$ cat src/rtl/hera_boot_loader.sv
// Serial program loader: 8N1 UART packets -> 16-bit words written into the HERA instruction ROM.
// Define HERA_LOADER_ECHO_EN to add an 8N1 transmitter that echoes every received byte on tx.
module hera_boot_loader #(
    parameter int unsigned CLKS_PER_BIT = 434,
    parameter int unsigned ADDR_W       = 10,
    parameter int unsigned TIMEOUT_CYC  = 5000000
) (
    input  logic              clk,
    input  logic              rst,
    input  logic              rx,
    output logic              tx,
    output logic              prog_we,
    output logic [ADDR_W-1:0] prog_addr,
    output logic [15:0]       prog_data,
    output logic              cpu_hold,
    output logic              busy,
    output logic              load_done,
    output logic              load_err,
    output logic [1:0]        err_code
);
    localparam int unsigned CNT_W = $clog2(CLKS_PER_BIT);
    localparam int unsigned HALF  = CLKS_PER_BIT / 2;
    localparam int unsigned TMR_W = $clog2(TIMEOUT_CYC + 1);
    localparam int unsigned WC_W  = ADDR_W + 1;
    localparam logic [7:0]  HDR   = 8'hA5;

    typedef enum logic [2:0] {
        S_IDLE, S_LEN_HI, S_LEN_LO, S_DATA_HI, S_DATA_LO, S_CSUM, S_ERR
    } state_t;

    // UART receiver: synchronizer, start-bit glitch filter, centre sampling
    logic             rx_s1, rx_s2, rx_d;
    logic             rx_act;
    logic [3:0]       rx_bit;
    logic [CNT_W-1:0] rx_cnt;
    logic [7:0]       rx_sh;
    logic             byte_valid, frame_err;

    always_ff @(posedge clk or negedge rst) begin
        if (!rst) begin
            rx_s1      <= 1'b1;
            rx_s2      <= 1'b1;
            rx_d       <= 1'b1;
            rx_act     <= 1'b0;
            rx_bit     <= '0;
            rx_cnt     <= '0;
            rx_sh      <= '0;
            byte_valid <= 1'b0;
            frame_err  <= 1'b0;
        end else begin
            rx_s1      <= rx;
            rx_s2      <= rx_s1;
            rx_d       <= rx_s2;
            byte_valid <= 1'b0;
            frame_err  <= 1'b0;
            if (!rx_act) begin
                if (rx_d && !rx_s2) begin
                    rx_act <= 1'b1;
                    rx_bit <= '0;
                    rx_cnt <= '0;
                end
            end else if (rx_bit == 4'd0) begin
                if (rx_cnt == CNT_W'(HALF - 1)) begin
                    rx_cnt <= '0;
                    if (rx_s2) rx_act <= 1'b0;
                    else       rx_bit <= 4'd1;
                end else begin
                    rx_cnt <= rx_cnt + CNT_W'(1);
                end
            end else if (rx_cnt == CNT_W'(CLKS_PER_BIT - 1)) begin
                rx_cnt <= '0;
                if (rx_bit == 4'd9) begin
                    rx_act <= 1'b0;
                    if (rx_s2) byte_valid <= 1'b1;
                    else       frame_err  <= 1'b1;
                end else begin
                    rx_sh  <= {rx_s2, rx_sh[7:1]};
                    rx_bit <= rx_bit + 4'd1;
                end
            end else begin
                rx_cnt <= rx_cnt + CNT_W'(1);
            end
        end
    end

    // Packet parser
    state_t            state, state_nxt;
    logic [1:0]        err_sel;
    logic [7:0]        len_hi, hi_byte, csum;
    logic [WC_W-1:0]   n_words, wcnt;
    logic [TMR_W-1:0]  timer;
    logic [15:0]       len_full;
    logic              in_pkt, timeout, len_bad;

    assign in_pkt   = (state != S_IDLE) && (state != S_ERR);
    assign timeout  = (timer == TMR_W'(TIMEOUT_CYC));
    assign len_full = {len_hi, rx_sh};
    assign len_bad  = {16'd0, len_full} > (32'd1 << ADDR_W);

    always_ff @(posedge clk or negedge rst) begin
        if (!rst) state <= S_IDLE;
        else      state <= state_nxt;
    end

    always_comb begin
        state_nxt = state;
        err_sel   = 2'd0;
        if (in_pkt && frame_err) begin
            state_nxt = S_ERR;
            err_sel   = 2'd1;
        end else if (in_pkt && timeout && !byte_valid) begin
            state_nxt = S_ERR;
            err_sel   = 2'd3;
        end else if (byte_valid) begin
            case (state)
                S_IDLE:    if (rx_sh == HDR) state_nxt = S_LEN_HI;
                S_LEN_HI:  state_nxt = S_LEN_LO;
                S_LEN_LO: begin
                    if (len_bad) begin
                        state_nxt = S_ERR;
                        err_sel   = 2'd3;
                    end else if (len_full == 16'd0) begin
                        state_nxt = S_CSUM;
                    end else begin
                        state_nxt = S_DATA_HI;
                    end
                end
                S_DATA_HI: state_nxt = S_DATA_LO;
                S_DATA_LO: state_nxt = (wcnt + WC_W'(1) == n_words) ? S_CSUM : S_DATA_HI;
                S_CSUM: begin
                    if (rx_sh == csum) begin
                        state_nxt = S_IDLE;
                    end else begin
                        state_nxt = S_ERR;
                        err_sel   = 2'd2;
                    end
                end
                default: ;
            endcase
        end
        if (state == S_ERR) state_nxt = S_IDLE;
    end

    logic              prog_we_nxt, cpu_hold_nxt, busy_nxt, load_done_nxt, load_err_nxt;
    logic [ADDR_W-1:0] prog_addr_nxt;
    logic [15:0]       prog_data_nxt;
    logic [1:0]        err_code_nxt;

    always_comb begin
        prog_we_nxt   = 1'b0;
        prog_addr_nxt = prog_addr;
        prog_data_nxt = prog_data;
        cpu_hold_nxt  = cpu_hold;
        busy_nxt      = (state_nxt != S_IDLE) && (state_nxt != S_ERR);
        load_done_nxt = 1'b0;
        load_err_nxt  = (state_nxt == S_ERR);
        err_code_nxt  = err_code;
        if (state == S_IDLE && state_nxt == S_LEN_HI) cpu_hold_nxt = 1'b1;
        if (state == S_DATA_LO && byte_valid) begin
            prog_we_nxt   = 1'b1;
            prog_addr_nxt = wcnt[ADDR_W-1:0];
            prog_data_nxt = {hi_byte, rx_sh};
        end
        if (state == S_CSUM && state_nxt == S_IDLE) begin
            load_done_nxt = 1'b1;
            cpu_hold_nxt  = 1'b0;
            err_code_nxt  = 2'd0;
        end
        // cpu_hold deliberately survives an error so a partial image never runs
        if (state_nxt == S_ERR) err_code_nxt = err_sel;
    end

    always_ff @(posedge clk or negedge rst) begin
        if (!rst) begin
            prog_we   <= 1'b0;
            prog_addr <= '0;
            prog_data <= '0;
            cpu_hold  <= 1'b0;
            busy      <= 1'b0;
            load_done <= 1'b0;
            load_err  <= 1'b0;
            err_code  <= 2'd0;
        end else begin
            prog_we   <= prog_we_nxt;
            prog_addr <= prog_addr_nxt;
            prog_data <= prog_data_nxt;
            cpu_hold  <= cpu_hold_nxt;
            busy      <= busy_nxt;
            load_done <= load_done_nxt;
            load_err  <= load_err_nxt;
            err_code  <= err_code_nxt;
        end
    end

    // Length, word counter, running checksum and inter-byte timer
    always_ff @(posedge clk or negedge rst) begin
        if (!rst) begin
            len_hi  <= '0;
            hi_byte <= '0;
            csum    <= '0;
            n_words <= '0;
            wcnt    <= '0;
            timer   <= '0;
        end else begin
            if (!in_pkt || byte_valid) timer <= '0;
            else if (!timeout)         timer <= timer + TMR_W'(1);
            if (byte_valid) begin
                case (state)
                    S_LEN_HI: begin
                        len_hi <= rx_sh;
                        csum   <= rx_sh;
                    end
                    S_LEN_LO: begin
                        n_words <= WC_W'(len_full);
                        wcnt    <= '0;
                        csum    <= csum ^ rx_sh;
                    end
                    S_DATA_HI: begin
                        hi_byte <= rx_sh;
                        csum    <= csum ^ rx_sh;
                    end
                    S_DATA_LO: begin
                        wcnt <= wcnt + WC_W'(1);
                        csum <= csum ^ rx_sh;
                    end
                    default: ;
                endcase
            end
        end
    end

`ifdef HERA_LOADER_ECHO_EN
    // Echo transmitter; requests arriving while busy are dropped
    logic             tx_busy;
    logic [CNT_W-1:0] tx_cnt;
    logic [3:0]       tx_left;
    logic [8:0]       tx_sh;

    always_ff @(posedge clk or negedge rst) begin
        if (!rst) begin
            tx      <= 1'b1;
            tx_busy <= 1'b0;
            tx_cnt  <= '0;
            tx_left <= '0;
            tx_sh   <= '1;
        end else if (!tx_busy) begin
            if (byte_valid) begin
                tx      <= 1'b0;
                tx_sh   <= {1'b1, rx_sh};
                tx_left <= 4'd9;
                tx_cnt  <= '0;
                tx_busy <= 1'b1;
            end
        end else if (tx_cnt == CNT_W'(CLKS_PER_BIT - 1)) begin
            tx_cnt <= '0;
            if (tx_left == 4'd0) begin
                tx_busy <= 1'b0;
            end else begin
                tx      <= tx_sh[0];
                tx_sh   <= {1'b1, tx_sh[8:1]};
                tx_left <= tx_left - 4'd1;
            end
        end else begin
            tx_cnt <= tx_cnt + CNT_W'(1);
        end
    end
`else
    assign tx = 1'b1;
`endif

endmodule

$ cat config.mk
export PLATFORM = sky130hd
export DESIGN_NAME = hera_boot_loader
export DESIGN_NICKNAME = d
export VERILOG_FILES = /design/src/rtl/hera_boot_loader.sv
export SDC_FILE = /design/constraint.sdc
export NUM_CORES = 1
export LEC_CHECK = 0
export BUFFER_PORTS_ARGS = -buffer_cell sky130_fd_sc_hd__buf_2
export CORE_MARGIN = 2
export CORE_UTILIZATION = 50
export DETAILED_ROUTE_END_ITERATION = 10
export PLACE_DENSITY = 0.76
export SLEW_MARGIN = 20
export SYNTH_ARGS = -nofsm -noshare
export SYNTH_HDL_FRONTEND = slang
export SYNTH_SLANG_ARGS = --single-unit
$ cat constraint.sdc
create_clock -name clk -period 3.4 [get_ports clk]
set_input_delay 0.17 -clock clk [delete_from_list [all_inputs] [get_ports clk]]
set_output_delay 0.17 -clock clk [all_outputs]
set_load 0.02 [all_outputs]
==> metrics.md <==
| Metric | Value |
|---|---|
| Outcome | completed |
| Post-synth top cells | nand2_1, dfrtp_1, nor2_1 |
| Mean post-synth cell area | 9.33 sq um |
| Final ANT Viol Nets | 0 |
| Core Area | about 0.013 sq mm |
| Cells on worst reg2reg path | 9 |
| Hold Crit Endpoint | rx_s2 |
| Syn. warnings | 0 |
| Main synth FF type | dfrtp_1 |
| Largest net degree at the start of global routing | 75 |
| Drt first pass iters | 5 |
| Synthesis-stage register bit count | 132 |
| Initial core utilization | 0.514 |
| Setup TNS | 0 ns |
| # IOs | 37 |
| Vias in the first global route | between 5,000 and 6,000 |
| CTS Buffer Depth | 2 |
| Met1 wire length | 6460 microns |
| Mapped Nets | 707 |
| Rel. slew slack | 0.462 |
| Setup Buffers After CTS | 0 |
| Met2 wire length | 6610 microns |
| WL final | 14,000 microns |
| Clock Sinks | 132 |
| Number of DRC markers in iteration 0 | 412 |
| Synth top area share | 0.498 |
| Fraction of layout cells with a size suffix above 1 | 0.158 |
| Routability cong. | about 0.96 |
| Post-synth EDFFs | 0 |
| Post-synth top area cell | dfrtp_1 |
| RSZ-0062 raised after global routing | no |
| Wirelength per Cell | approximately 15 microns |
| Total power | between 3000 and 4000 uW |
| Hold path cells | 0 |
| Hold Crit Class | flip-flop to flip-flop |
| Inserted Diodes | 0 |
| Period utilisation layout | 0.881 |
| Row count | between 40 and 50 |
| Number of antenna violations at the first check in global routing | 0 |
| Most frequent cell after synthesis | nand2_1 |
| Crit path capture type | flip-flop |
| DP HPWL | 9230 microns |
| CTS tree | done |
| Post-synth cell types | 56 |
| GR Overflow Total | 0 |
| Synthesized instance count | around 700 |
| GRT Util Overall | 0.215 |
| WL met3 | 687 microns |
| Die Footprint | between 0.01 and 0.015 sq mm |
| Clk Tree Root Cell | clkbuf_16 |
| RR Endpoint | err_code[0] |
| CP required | 3.70 ns |
| Max-cap violations | 0 |
| Nets | 738 |
| Clk_skew | 0.00979 ns |
| Slew of the pin with the lowest slew margin | 0.808 ns |
| Arr. time, crit path | 3.30 ns |
| Clock-pin slew on the worst setup and hold paths | around 0.06 ns |
| First-pass GRT wire length | 24,400 microns |
| Maximum clock rate | 0.334 GHz |
| Vias post-DR | a little over 5,000 |
| Area Overhead vs Synth | 15.1% |
| # port buffers | 35 |
| Hold-fix buffers at CTS | 2 |
| Post-route DRC violation count | 0 |
| Area contributors post-synth | dfrtp_1, nand2_1, mux2_2, xnor2_1, nor2_1 |
| Die Height | 118 microns |
| Slew Limit Fails | 0 |
| Ordered list of cells on the worst path | inv_1 > ha_1 > nor4bb_1 > nand4_1 > or3_1 > o21ai_0 > nor2b_4 > or3_4 > a311o_1 |
| Sequential cell area fraction in the yosys report | 0.510 |
| Reg2reg setup slack | 0.40 ns |
| Pwr per Cell Area | 516 mW/mm^2 |
| Hold path start | rx_s1 |
| Async SR Flop Fraction | 1.00 |
| Num CTS Buffers | 17 |
| Setup CP Type | flip-flop to flip-flop |
| Fill cells | 1,039 |
| Die width | 118 microns |
| Buf+Inv Stages, Crit Path | 1 |
| Hold Vio Cnt, Final | 0 |
| Crit-path max cell delay | 0.52 ns |
| Crit-path slowest cell | o21ai_0 |
| Delay-heaviest family, CP | simple AND/OR/NAND/NOR gates |
| H-tree levels | 4 |
| Fin crit period | 3.00 ns |
| Clk_lat worst skew | 0.42 ns |
| Crit Path Max Fanout | 6 |
| DR top layer | met4 |
| VDD IR max | 0.377 mV |
| Via density | around 5.6 |
| Synthesized area | 0.00648 sq mm |
| Startpoint types | flip-flop |
| Setup violators final | 0 |
| Leakage | 0.00355 uW |
| Post_cts resized | 0 |
| R2R Path Start | timer[0] |
cell families (layout without fill, tap and decap cells):
group,count (synthesis),after routing,share of synthesized area
other,1,1,0.000579
DFF,132,132,0.510
adders and majority gates,9,9,0.0174
AOI/OAI and AO/OA,118,118,0.113
and+or+nand+nor,313,313,0.221
xor gates and xnor gates,44,44,0.0595
buffers and inverters,49,93,0.0290
muxes,29,29,0.0496
where the power goes:
part | internal, uW | switching, uW
registers | 1610 | 52.7
logic | 113 | 197
clock network | 1190 | 687
total | 2920 | 936
flip-flops by register name, indices dropped and copies added (netlist names), 2 cells and up:
signal / cells
timer: 23
prog_data: 16
n_words: 11
wcnt: 11
prog_addr: 10
rx_cnt: 9
csum: 8
hi_byte: 8
len_hi: 8
rx_sh: 8
rx_bit: 4
state: 3
err_code: 2
placed cells by master, fill, tap and decap left out, types with 5 or more instances in the layout:
master	Yosys	final
mux2_2	25	25
o31ai_1	10	10
o22ai_1	8	8
nor2b_1	6	6
nor2_1	56	56
clkbuf_16	0	17
or4_1	7	7
nand4_1	12	12
buf_4	1	10
nor3_1	11	11
o21ai_0	34	34
inv_1	12	12
dfrtp_1	129	129
xnor2_1	27	27
ha_1	9	9
a21oi_1	31	31
nand2_1	160	160
or3_1	5	5
nand3_1	23	23
buf_2	0	34
a31o_2	7	7
clkinvlp_4	0	5
xor2_1	17	17
nand2b_1	8	8
area by class of cell:
| class | count | area (sq um) | area share |
|---|---|---|---|
| Clock inverter | 12 | 155 | 0.0208 |
| Sequential cell | 132 | 3310 | 0.443 |
| Timing Repair Buffer | 47 | 285 | 0.0382 |
| Inverter | 14 | 52.6 | 0.00705 |
| Clock buffer | 20 | 457 | 0.0612 |
| Tap cell | 172 | 215 | 0.0289 |
| Multi-Input combinational cell | 514 | 2990 | 0.400 |
metal layers:
metal / vias to the layer above / track usage
met5: - / 0
met4: 0 / 0.0934
met3: 20 / 0.0509
met2: 142 / 0.328
met1: 2528 / 0.294
li1: 2451 / -
worst register-to-register path, stage by stage (launching register included):
cell,delay [ns]
dfrtp_1,0.43
inv_1,0.08
ha_1,0.14
nor4bb_1,0.27
nand4_1,0.18
or3_1,0.51
o21ai_0,0.52
nor2b_4,0.09
or3_4,0.35
a311o_1,0.31
through the flow:
stage	cell area [sq um]	utilization	hold slack [ns]	setup slack, ns	cells
floorplan	6480	-	-0.126	0.711	695
global placement	6830	0.541	0.275	0.502	877
detailed placement	6830	0.541	0.277	0.418	877
CTS	7460	0.591	0.355	0.407	911
global route	7460	0.591	0.361	0.180	911
finish	7460	0.591	0.355	0.404	911
how the worst max path moves through the flow:
stage          startpoint           to  slack (ns)  cells after the start
3_3_place_gp     rx_sh[6]  err_code[0]        0.50                      7
6_report         timer[0]  err_code[0]        0.40                      9
3_5_place_dp     timer[0]  err_code[0]        0.42                      9
5_1_grt          timer[0]  err_code[0]        0.18                      9
4_1_cts          timer[0]  err_code[0]        0.41                      9
2_1_floorplan    rx_sh[6]  err_code[0]        0.71                      7
No activity file was read; power rests on OpenSTA's default activity.
